===== config.mk =====
export PLATFORM = sky130hd
export DESIGN_NAME = popcount_iter_nbit_flat
export DESIGN_NICKNAME = d
export VERILOG_FILES = /design/src/rtl/popcount_iter_nbit_if.sv /design/src/rtl/popcount_iter_nbit.sv /design/src/flat_wrapper.sv
export SDC_FILE = /design/constraint.sdc
export NUM_CORES = 1
export LEC_CHECK = 0
export ABC_AREA = 0
export CAP_MARGIN = 20
export CORE_MARGIN = 5
export CORE_UTILIZATION = 30
export DETAILED_ROUTE_END_ITERATION = 10
export GPL_ROUTABILITY_DRIVEN = 1
export SYNTH_ARGS = -nofsm -noshare
export SYNTH_HDL_FRONTEND = slang
export SYNTH_SLANG_ARGS = --single-unit

===== constraint.sdc =====
create_clock -name clk -period 4.4 [get_ports clk]
set_clock_uncertainty 0.1 [all_clocks]
set_input_delay 1.32 -clock clk [delete_from_list [all_inputs] [get_ports clk]]
set_output_delay 1.32 -clock clk [all_outputs]
set_load 0.02 [all_outputs]

===== src/rtl/popcount_iter_nbit_if.sv =====
// Word-in / count-out handshake bundle for the iterative popcount block.
// The slave modport is the counter; master is the word source plus count consumer.
interface popcount_iter_nbit_if #(
    parameter int WIDTH = 64,
    parameter int CNT_W = 16
);
    logic             in_valid;
    logic             in_ready;
    logic [WIDTH-1:0] in_data;
    logic             in_last;
    logic             acc_mode;
    logic             out_valid;
    logic             out_ready;
    logic [CNT_W-1:0] out_count;
    logic             out_ovf;

    modport master (
        output in_valid, in_data, in_last, acc_mode, out_ready,
        input  in_ready, out_valid, out_count, out_ovf
    );

    modport slave (
        input  in_valid, in_data, in_last, acc_mode, out_ready,
        output in_ready, out_valid, out_count, out_ovf
    );
endinterface


===== src/rtl/popcount_iter_nbit.sv =====
// Multi-cycle popcount: counts CHUNK bits per cycle of a WIDTH-bit word, with
// optional saturating accumulation across a burst closed by in_last.
module popcount_iter_nbit #(
    parameter int WIDTH = 64,
    parameter int CHUNK = 8,
    parameter int CNT_W = 16
) (
    input  logic                clk,
    input  logic                rst_n,
    popcount_iter_nbit_if.slave bus
);
    localparam int N      = WIDTH / CHUNK;
    localparam int BEAT_W = (N > 1) ? $clog2(N) : 1;
    localparam int PC_W   = $clog2(CHUNK + 1);

    typedef enum logic [1:0] {IDLE, RUN, DONE} state_t;

    state_t           state_reg, state_next;
    logic [WIDTH-1:0] shift_reg, shift_next;
    logic [BEAT_W-1:0] beat_reg, beat_next;
    logic             last_reg, last_next;
    logic             mode_reg, mode_next;
    logic [CNT_W-1:0] acc_reg, acc_next;
    logic             ovf_reg, ovf_next;

    logic [PC_W-1:0]  chunk_cnt;
    logic [CNT_W:0]   sum;
    logic             sat;
    logic             last_beat;

    always_comb begin
        chunk_cnt = '0;
        for (int i = 0; i < CHUNK; i++) begin
            chunk_cnt = chunk_cnt + PC_W'(shift_reg[i]);
        end
    end

    // One extra bit catches the carry that means the accumulator would overflow.
    assign sum       = {1'b0, acc_reg} + (CNT_W + 1)'(chunk_cnt);
    assign sat       = sum[CNT_W];
    assign last_beat = (beat_reg == BEAT_W'(N - 1));

    // Outputs are forced quiet while reset is held, not just after the edge.
    assign bus.in_ready  = rst_n & (state_reg == IDLE);
    assign bus.out_valid = rst_n & (state_reg == DONE);
    assign bus.out_count = rst_n ? acc_reg : '0;
    assign bus.out_ovf   = rst_n & ovf_reg;

    always_ff @(posedge clk) begin
        if (!rst_n) begin
            state_reg <= IDLE;
            shift_reg <= '0;
            beat_reg  <= '0;
            last_reg  <= 1'b0;
            mode_reg  <= 1'b0;
            acc_reg   <= '0;
            ovf_reg   <= 1'b0;
        end else begin
            state_reg <= state_next;
            shift_reg <= shift_next;
            beat_reg  <= beat_next;
            last_reg  <= last_next;
            mode_reg  <= mode_next;
            acc_reg   <= acc_next;
            ovf_reg   <= ovf_next;
        end
    end

    always_comb begin
        state_next = state_reg;
        shift_next = shift_reg;
        beat_next  = beat_reg;
        last_next  = last_reg;
        mode_next  = mode_reg;
        acc_next   = acc_reg;
        ovf_next   = ovf_reg;
        case (state_reg)
            IDLE: begin
                if (bus.in_valid && bus.in_ready) begin
                    shift_next = bus.in_data;
                    last_next  = bus.in_last;
                    mode_next  = bus.acc_mode;
                    beat_next  = '0;
                    state_next = RUN;
                end
            end
            RUN: begin
                acc_next   = sat ? '1 : sum[CNT_W-1:0];
                ovf_next   = ovf_reg | sat;
                shift_next = shift_reg >> CHUNK;
                beat_next  = beat_reg + BEAT_W'(1);
                // A mid-burst accumulating word keeps its total and emits nothing.
                if (last_beat) begin
                    state_next = (mode_reg && !last_reg) ? IDLE : DONE;
                end
            end
            DONE: begin
                if (bus.out_ready) begin
                    acc_next   = '0;
                    ovf_next   = 1'b0;
                    state_next = IDLE;
                end
            end
            default: state_next = IDLE;
        endcase
    end
endmodule


===== src/flat_wrapper.sv =====
// flat-port wrapper written by rule: the top's interface ports become plain ports
module popcount_iter_nbit_flat 
#(
    parameter int WIDTH = 64,
    parameter int CHUNK = 8,
    parameter int CNT_W = 16
)
  (clk, rst_n, bus_in_valid, bus_in_data, bus_in_last, bus_acc_mode, bus_out_ready, bus_in_ready, bus_out_valid, bus_out_count, bus_out_ovf);
  popcount_iter_nbit_if #(.WIDTH(WIDTH), .CNT_W(CNT_W)) bus_i ();
  input  logic clk;
  input  logic rst_n;
  input wire logic [$bits(bus_i.in_valid)-1:0] bus_in_valid;
  input wire logic [$bits(bus_i.in_data)-1:0] bus_in_data;
  input wire logic [$bits(bus_i.in_last)-1:0] bus_in_last;
  input wire logic [$bits(bus_i.acc_mode)-1:0] bus_acc_mode;
  input wire logic [$bits(bus_i.out_ready)-1:0] bus_out_ready;
  output wire logic [$bits(bus_i.in_ready)-1:0] bus_in_ready;
  output wire logic [$bits(bus_i.out_valid)-1:0] bus_out_valid;
  output wire logic [$bits(bus_i.out_count)-1:0] bus_out_count;
  output wire logic [$bits(bus_i.out_ovf)-1:0] bus_out_ovf;
  assign bus_i.in_valid = bus_in_valid;
  assign bus_i.in_data = bus_in_data;
  assign bus_i.in_last = bus_in_last;
  assign bus_i.acc_mode = bus_acc_mode;
  assign bus_i.out_ready = bus_out_ready;
  assign bus_in_ready = bus_i.in_ready;
  assign bus_out_valid = bus_i.out_valid;
  assign bus_out_count = bus_i.out_count;
  assign bus_out_ovf = bus_i.out_ovf;
  popcount_iter_nbit #(.WIDTH(WIDTH), .CHUNK(CHUNK), .CNT_W(CNT_W)) u_core (.clk(clk), .rst_n(rst_n), .bus(bus_i));
endmodule

## Word-level counts from Yosys, hierarchy flattened

Index checks and enable logic that the tools add are counted.

| operators by class | value |
|---|---|
| $add $sub $neg | 9 |
| multiply operators | 0 |
| divide/modulo/power cells | 0 |
| magnitude comparators | 0 |
| equal/unequal tests | 6 |
| shift operators | 0 |
| muxes and demuxes | 15 |
| bitwise gates (word level) | 4 |
| reductions and logical operators | 10 |

Operator list:

| operator | number |
|---|---|
| case mux 64 bit (2 select lines) | 1 |
| two-way mux 64 bit | 1 |
| two-way mux 16 bit | 3 |
| case mux 16 bit (2 select lines) | 1 |
| adder 4 x 1 -> 4 bit | 6 |
| adder 16 x 4 -> 17 bit | 1 |
| two-way mux 2 bit | 4 |
| case mux 2 bit (3 select lines) | 1 |
| case mux 3 bit (2 select lines) | 1 |
| AND reduction 2 bit | 3 |
| != test 2 bit (second input constant) | 2 |
| nonzero test 2 bit | 2 |
| adder 3 x 1 -> 3 bit (second input constant) | 1 |
| bitwise AND 1 bit | 3 |
| == test 3 bit (second input constant) | 1 |
| two-way mux 3 bit | 1 |
| AND reduction 3 bit | 1 |
| adder 1 x 1 -> 2 bit | 1 |
| == test 2 x 1 -> 1 bit (second input constant) | 1 |
| == test 2 bit (second input constant) | 1 |
| logical AND 1 bit | 2 |
| logical NOT 2 bit | 1 |
| != test 2 x 1 -> 1 bit (second input constant) | 1 |
| case mux 1 bit (2 select lines) | 1 |
| 3 further kinds | 3 |

| storage, ports and cells | value |
|---|---|
| register bits | 88 |
| latch bits | 0 |
| bits in writable memories | 0 |
| memory bits (read-only) | 0 |
| bits of input ports | 70 |
| output and inout port bits | 19 |
| memories kept | 0 |

## Depth between registers and ports, before layout

| depth | value |
|---|---|
| depth in word-level cells | 10 |
| mapped depth | 14 |
| depth with buffers taken out | 14 |

## Worst setup path after synthesis

No wires, ideal clock.

| timing | value |
|---|---|
| path kind | reg-to-reg |
| from | register u_core.shift_reg[0] |
| to | register u_core.acc_reg[15] |
| library setup time | 118 ps |
| arrival time | 3642 ps |
| data required time | 4182 ps |
| path slack | 540 ps |
| stages on the path, launching flop included | 14 |
| buffers on the path | 0 |
| clock period less this slack | 3860 ps |
| cell sequence | dfxtp_1 -> ha_1 -> inv_1 -> fa_1 -> fa_1 -> fa_1 -> fa_1 -> xnor2_1 -> ha_1 -> o21ai_0 -> o21bai_2 -> nor4b_1 -> o21ai_0 -> o2bb2ai_1 |

| on the way | value |
|---|---|
| word-level cells in the longest chain between the ends | 10 |

Ends and longest elaborated chain:

| what | RTL line | source |
|---|---|---|
| from (decl) | popcount_iter_nbit.sv:19 | `logic [WIDTH-1:0] shift_reg, shift_next;` |
| from (signal assigned) | popcount_iter_nbit.sv:60 | `shift_reg <= shift_next;` |
| adder 1 x 1 -> 2 bit | popcount_iter_nbit.sv:34 | `chunk_cnt = chunk_cnt + PC_W'(shift_reg[i]);` |
| adder 4 x 1 -> 4 bit (6 in series) | popcount_iter_nbit.sv:34 |  |
| adder 16 x 4 -> 17 bit | popcount_iter_nbit.sv:39 | `assign sum = {1'b0, acc_reg} + (CNT_W + 1)'(chunk_cnt);` |
| two-way mux 16 bit | popcount_iter_nbit.sv:88 | `acc_next = sat ? '1 : sum[CNT_W-1:0];` |
| case mux 16 bit (2 select lines) | popcount_iter_nbit.sv:77 | `case (state_reg)` |
| to (signal assigned) | popcount_iter_nbit.sv:64 | `acc_reg <= acc_next;` |
| to (decl) | popcount_iter_nbit.sv:23 | `logic [CNT_W-1:0] acc_reg, acc_next;` |

Every way passes these cells.
A chain may end at the register's enable or synchronous reset.

## Worst setup path after layout

| timing | value |
|---|---|
| from | register u_core.shift_reg[1] |
| to | register u_core.acc_reg[15] |

The elaborated chain is that of the path after synthesis.

==> results by group <==
STA
  • RSZ-0062 raised after global routing: no
  • Fmax: 0.237 GHz
  • Tmin final: around 4.2 ns
  • Final setup viols: 0
  • Tcrit/Tclk final: 0.959
  • Hold Vio Cnt, Final: 0
  • Max-slew violations: 0
  • Setup TNS: 0 ns
  • Worst rel slew slack: 0.456
  • Actual slew at the worst max-slew pin: 0.816 ns

Setup path
  • CP most frequent cell: fa_1
  • Req. time, crit path: 4.53 ns
  • CP Capture Type: flop
  • Slowest cell on the critical path: fa_1
  • Critical Path Start Type: flop
  • CP Data Arrival Time: 4.35 ns
  • CP Buf/Inv Count: 1
  • Critical-path maximum fanout: 10
  • Cell breakdown of the critical path: ha_1, inv_1, fa_1, fa_1, fa_1, fa_1, xnor2_1, ha_1, o21ai_0, o21bai_2, nor4b_1, o21ai_0, o2bb2ai_1
  • Critical Setup Path Class: reg2reg
  • Largest stage delay on the critical path: between 0.4 and 0.5 ns
  • CP top delay family: adder cells

Route
  • DR DRC count: 0
  • Pre-antenna DRT Iters: 4
  • Wirelength per Cell: 14.3 µm
  • Routed vias: about 4,000
  • Total wire length: approximately 11,000 µm
  • Initial drt markers: 255
  • Detail Route Antenna Nets: 0
  • Vias per cell: 5.02

Global routing
  • Number of global-route vias before repair: 3,821
  • Initial antenna violation count: 0
  • Largest net degree at the start of global routing: 85
  • Overflow after GRT: 0
  • GR Util All Layers: 0.135
  • First-pass GRT wire length: between 15,000 and 20,000 µm

Synthesis
  • Post-Syn Instances: roughly 540
  • Syn nets: 619
  • Register area share after synthesis: 0.401
  • Number of distinct library cells after synthesis: 44
  • Mean post-synth cell area: 8.20 µm²
  • Number of synthesized flops with an enable pin: 0
  • Yosys reg bits: 88
  • Post-synth top flop: dfxtp_1
  • YS warnings: 0
  • Ys async rst share: 0
  • Mapped cell area: 0.00439 mm²

Floorplan
  • Die area: 0.0171 mm²
  • Starting density of the core: 0.304
  • Io pins: 89
  • Die X: 131 µm
  • Die height: 131 µm
  • Placeable Area: approximately 0.014 mm²
  • Rows: between 40 and 50

Layout
  • Area of the multi-input gates: approximately 0.0024 mm²
  • Fillers: 1,481
  • Finished Cell Area: 0.00570 mm²
  • NumNets Final: 687
  • Layout cells sized above 1: 0.0577
  • Ant. Diodes: 0
  • Largest register FFs: 64
  • Finished Core Util: 0.395
  • Synth-to-layout area growth: 29.9%
  • Area taken by flip-flops and latches: 0.00176 mm²

Power
  • Reg power frac: 0.430
  • Combinational share of power: 0.211
  • Int Power: 1530 µW
  • Clock group share of total power: 0.359
  • Maximum vdd drop: 167 µV
  • Power per cell area: roughly 370 mW/mm²
  • Switching power: 598 µW
  • Leak: 0.00267 µW
  • Overall power: 2130 µW
  • Sw Ratio: 0.281

Placement
  • Post-detail-place hpwl: 7990 µm
  • PortBufs: 88
  • Cell area after placement: 0.00539 mm²
  • Gpl congestion: 0.810

CTS
  • # H-tree levels: 3
  • Max Root-Sink Buffers: 2
  • CTS tree: built
  • Reg clk slew, reported paths: 0.06 ns
  • Clk_lat worst skew: 0.34 ns
  • Sink Count: 88
  • Hold_buf cts: 0
  • Root Driver: clkbuf_16
  • Post-CTS sizing: 0
  • Postcts setup bufs: 0
  • Cts bufs inserted: 9

Min path
  • Hold Crit Class: reg2reg

Outcome
  • Run status: completed

Job
  • Max Cap Viol: 0
[logic make-up (layout without fill, tap and decap cells)]
| group | count (synthesis) | count (layout) | share of synthesized area |
|---|---|---|---|
| compound gates | 129 | 129 | 0.233 |
| xor+xnor | 3 | 3 | 0.00599 |
| fa+ha+maj | 14 | 14 | 0.0485 |
| buf+inv | 58 | 130 | 0.0550 |
| flops | 88 | 88 | 0.401 |
| simple gates | 243 | 243 | 0.256 |
[per-layer routing]
layer  global-route usage  wire [µm]  vias up
li1                     -          -     2004
met1                0.179       5240     1883
met2                0.211       5380       67
met5                    0          0        -
met4               0.0514        195        0
met3               0.0321        481       16
[tightest hold or removal path: stages, from the launching register on]
cell and delay (ns):
dfxtp_1 0.30, nand3_1 0.06, nand2_1 0.05
[area by class of cell]
| cell class | instances | share of cell area |
|---|---|---|
| Multi-Input combinational cell | 389 | 0.420 |
| Inverter | 19 | 0.0125 |
| Clock inverter | 6 | 0.0121 |
| Sequential cell | 88 | 0.309 |
| Tap cell | 184 | 0.0404 |
| Timing Repair Buffer | 96 | 0.166 |
| Clock buffer | 9 | 0.0395 |
[synth_stat cells, types with 2 or more instances]
library cell | instances | share of area
a211oi_1 | 3 | 0.0051
a21boi_0 | 2 | 0.0034
a21o_1 | 4 | 0.0068
a21oi_1 | 18 | 0.021
a311oi_1 | 3 | 0.0060
a31oi_1 | 8 | 0.011
and2_1 | 21 | 0.030
buf_2 | 10 | 0.011
clkbuf_1 | 27 | 0.023
dfxtp_1 | 88 | 0.40
fa_1 | 5 | 0.023
ha_1 | 9 | 0.026
inv_1 | 19 | 0.016
nand2_1 | 137 | 0.12
nand2b_1 | 2 | 0.0029
nand3_1 | 60 | 0.068
nor2_1 | 8 | 0.0068
nor2b_1 | 3 | 0.0043
nor4b_1 | 2 | 0.0040
o211a_1 | 56 | 0.13
o211ai_1 | 6 | 0.010
o21a_1 | 4 | 0.0068
o21ai_0 | 15 | 0.017
o21ai_1 | 2 | 0.0023
o2bb2ai_1 | 3 | 0.0060
xnor2_1 | 2 | 0.0040
[through the flow]
stage               instances  setup slack (ns)  hold WS (ns)
finish                    791             0.182         0.353
global route              791            0.0502         0.377
CTS                       790             0.249         0.358
detailed placement        775             0.267         0.349
global placement          775             0.379         0.341
floorplan                 535             0.540         0.329
[layout by cell type (no fill, tap or decap), types with 2 or more instances in the layout]
cell type        count
clkdlybuf4s50_1     87
ha_1                 9
xnor2_1              2
o211ai_1             6
nor2_1               8
a21o_1               4
and2_2               2
inv_1               19
o21ai_0             15
nand2b_1             2
nor4b_1              2
buf_4                7
nor2b_1              3
o2bb2ai_1            3
nand3_1             60
dfxtp_1             88
o21ai_1              2
o21a_1               4
clkbuf_16            9
a21boi_0             2
a311oi_1             3
a21oi_1             18
o211a_1             56
fa_1                 5
and2_1              20
nand2_1            135
inv_6                2
a31oi_1              8
a211oi_1             3
[power groups by stage]
| stage | registers [µW] | logic (µW) | clock network, µW |
|---|---|---|---|
| after floorplan | 918 | 310 | 0 |
| after global placement | 933 | 439 | 0 |
| after detailed placement | 935 | 448 | 0 |
| after CTS | 917 | 453 | 786 |
| after global routing | 925 | 511 | 826 |
| final | 916 | 449 | 763 |
[path summary, 6_finish.rpt]
check                                                 startpoint                               to  slack, ns  cells after the start
worst max register to register  u_core.shift_reg[1]$_SDFFE_PN0P_  u_core.acc_reg[15]$_SDFFE_PN0P_       0.18                     13
worst min register to register      u_core.last_reg$_SDFFE_PN0P_     u_core.last_reg$_SDFFE_PN0P_       0.35                      2
worst max-delay path            u_core.shift_reg[1]$_SDFFE_PN0P_  u_core.acc_reg[15]$_SDFFE_PN0P_       0.18                     13
worst min-delay path                u_core.last_reg$_SDFFE_PN0P_     u_core.last_reg$_SDFFE_PN0P_       0.35                      2
No activity file was read; power rests on OpenSTA's default activity.
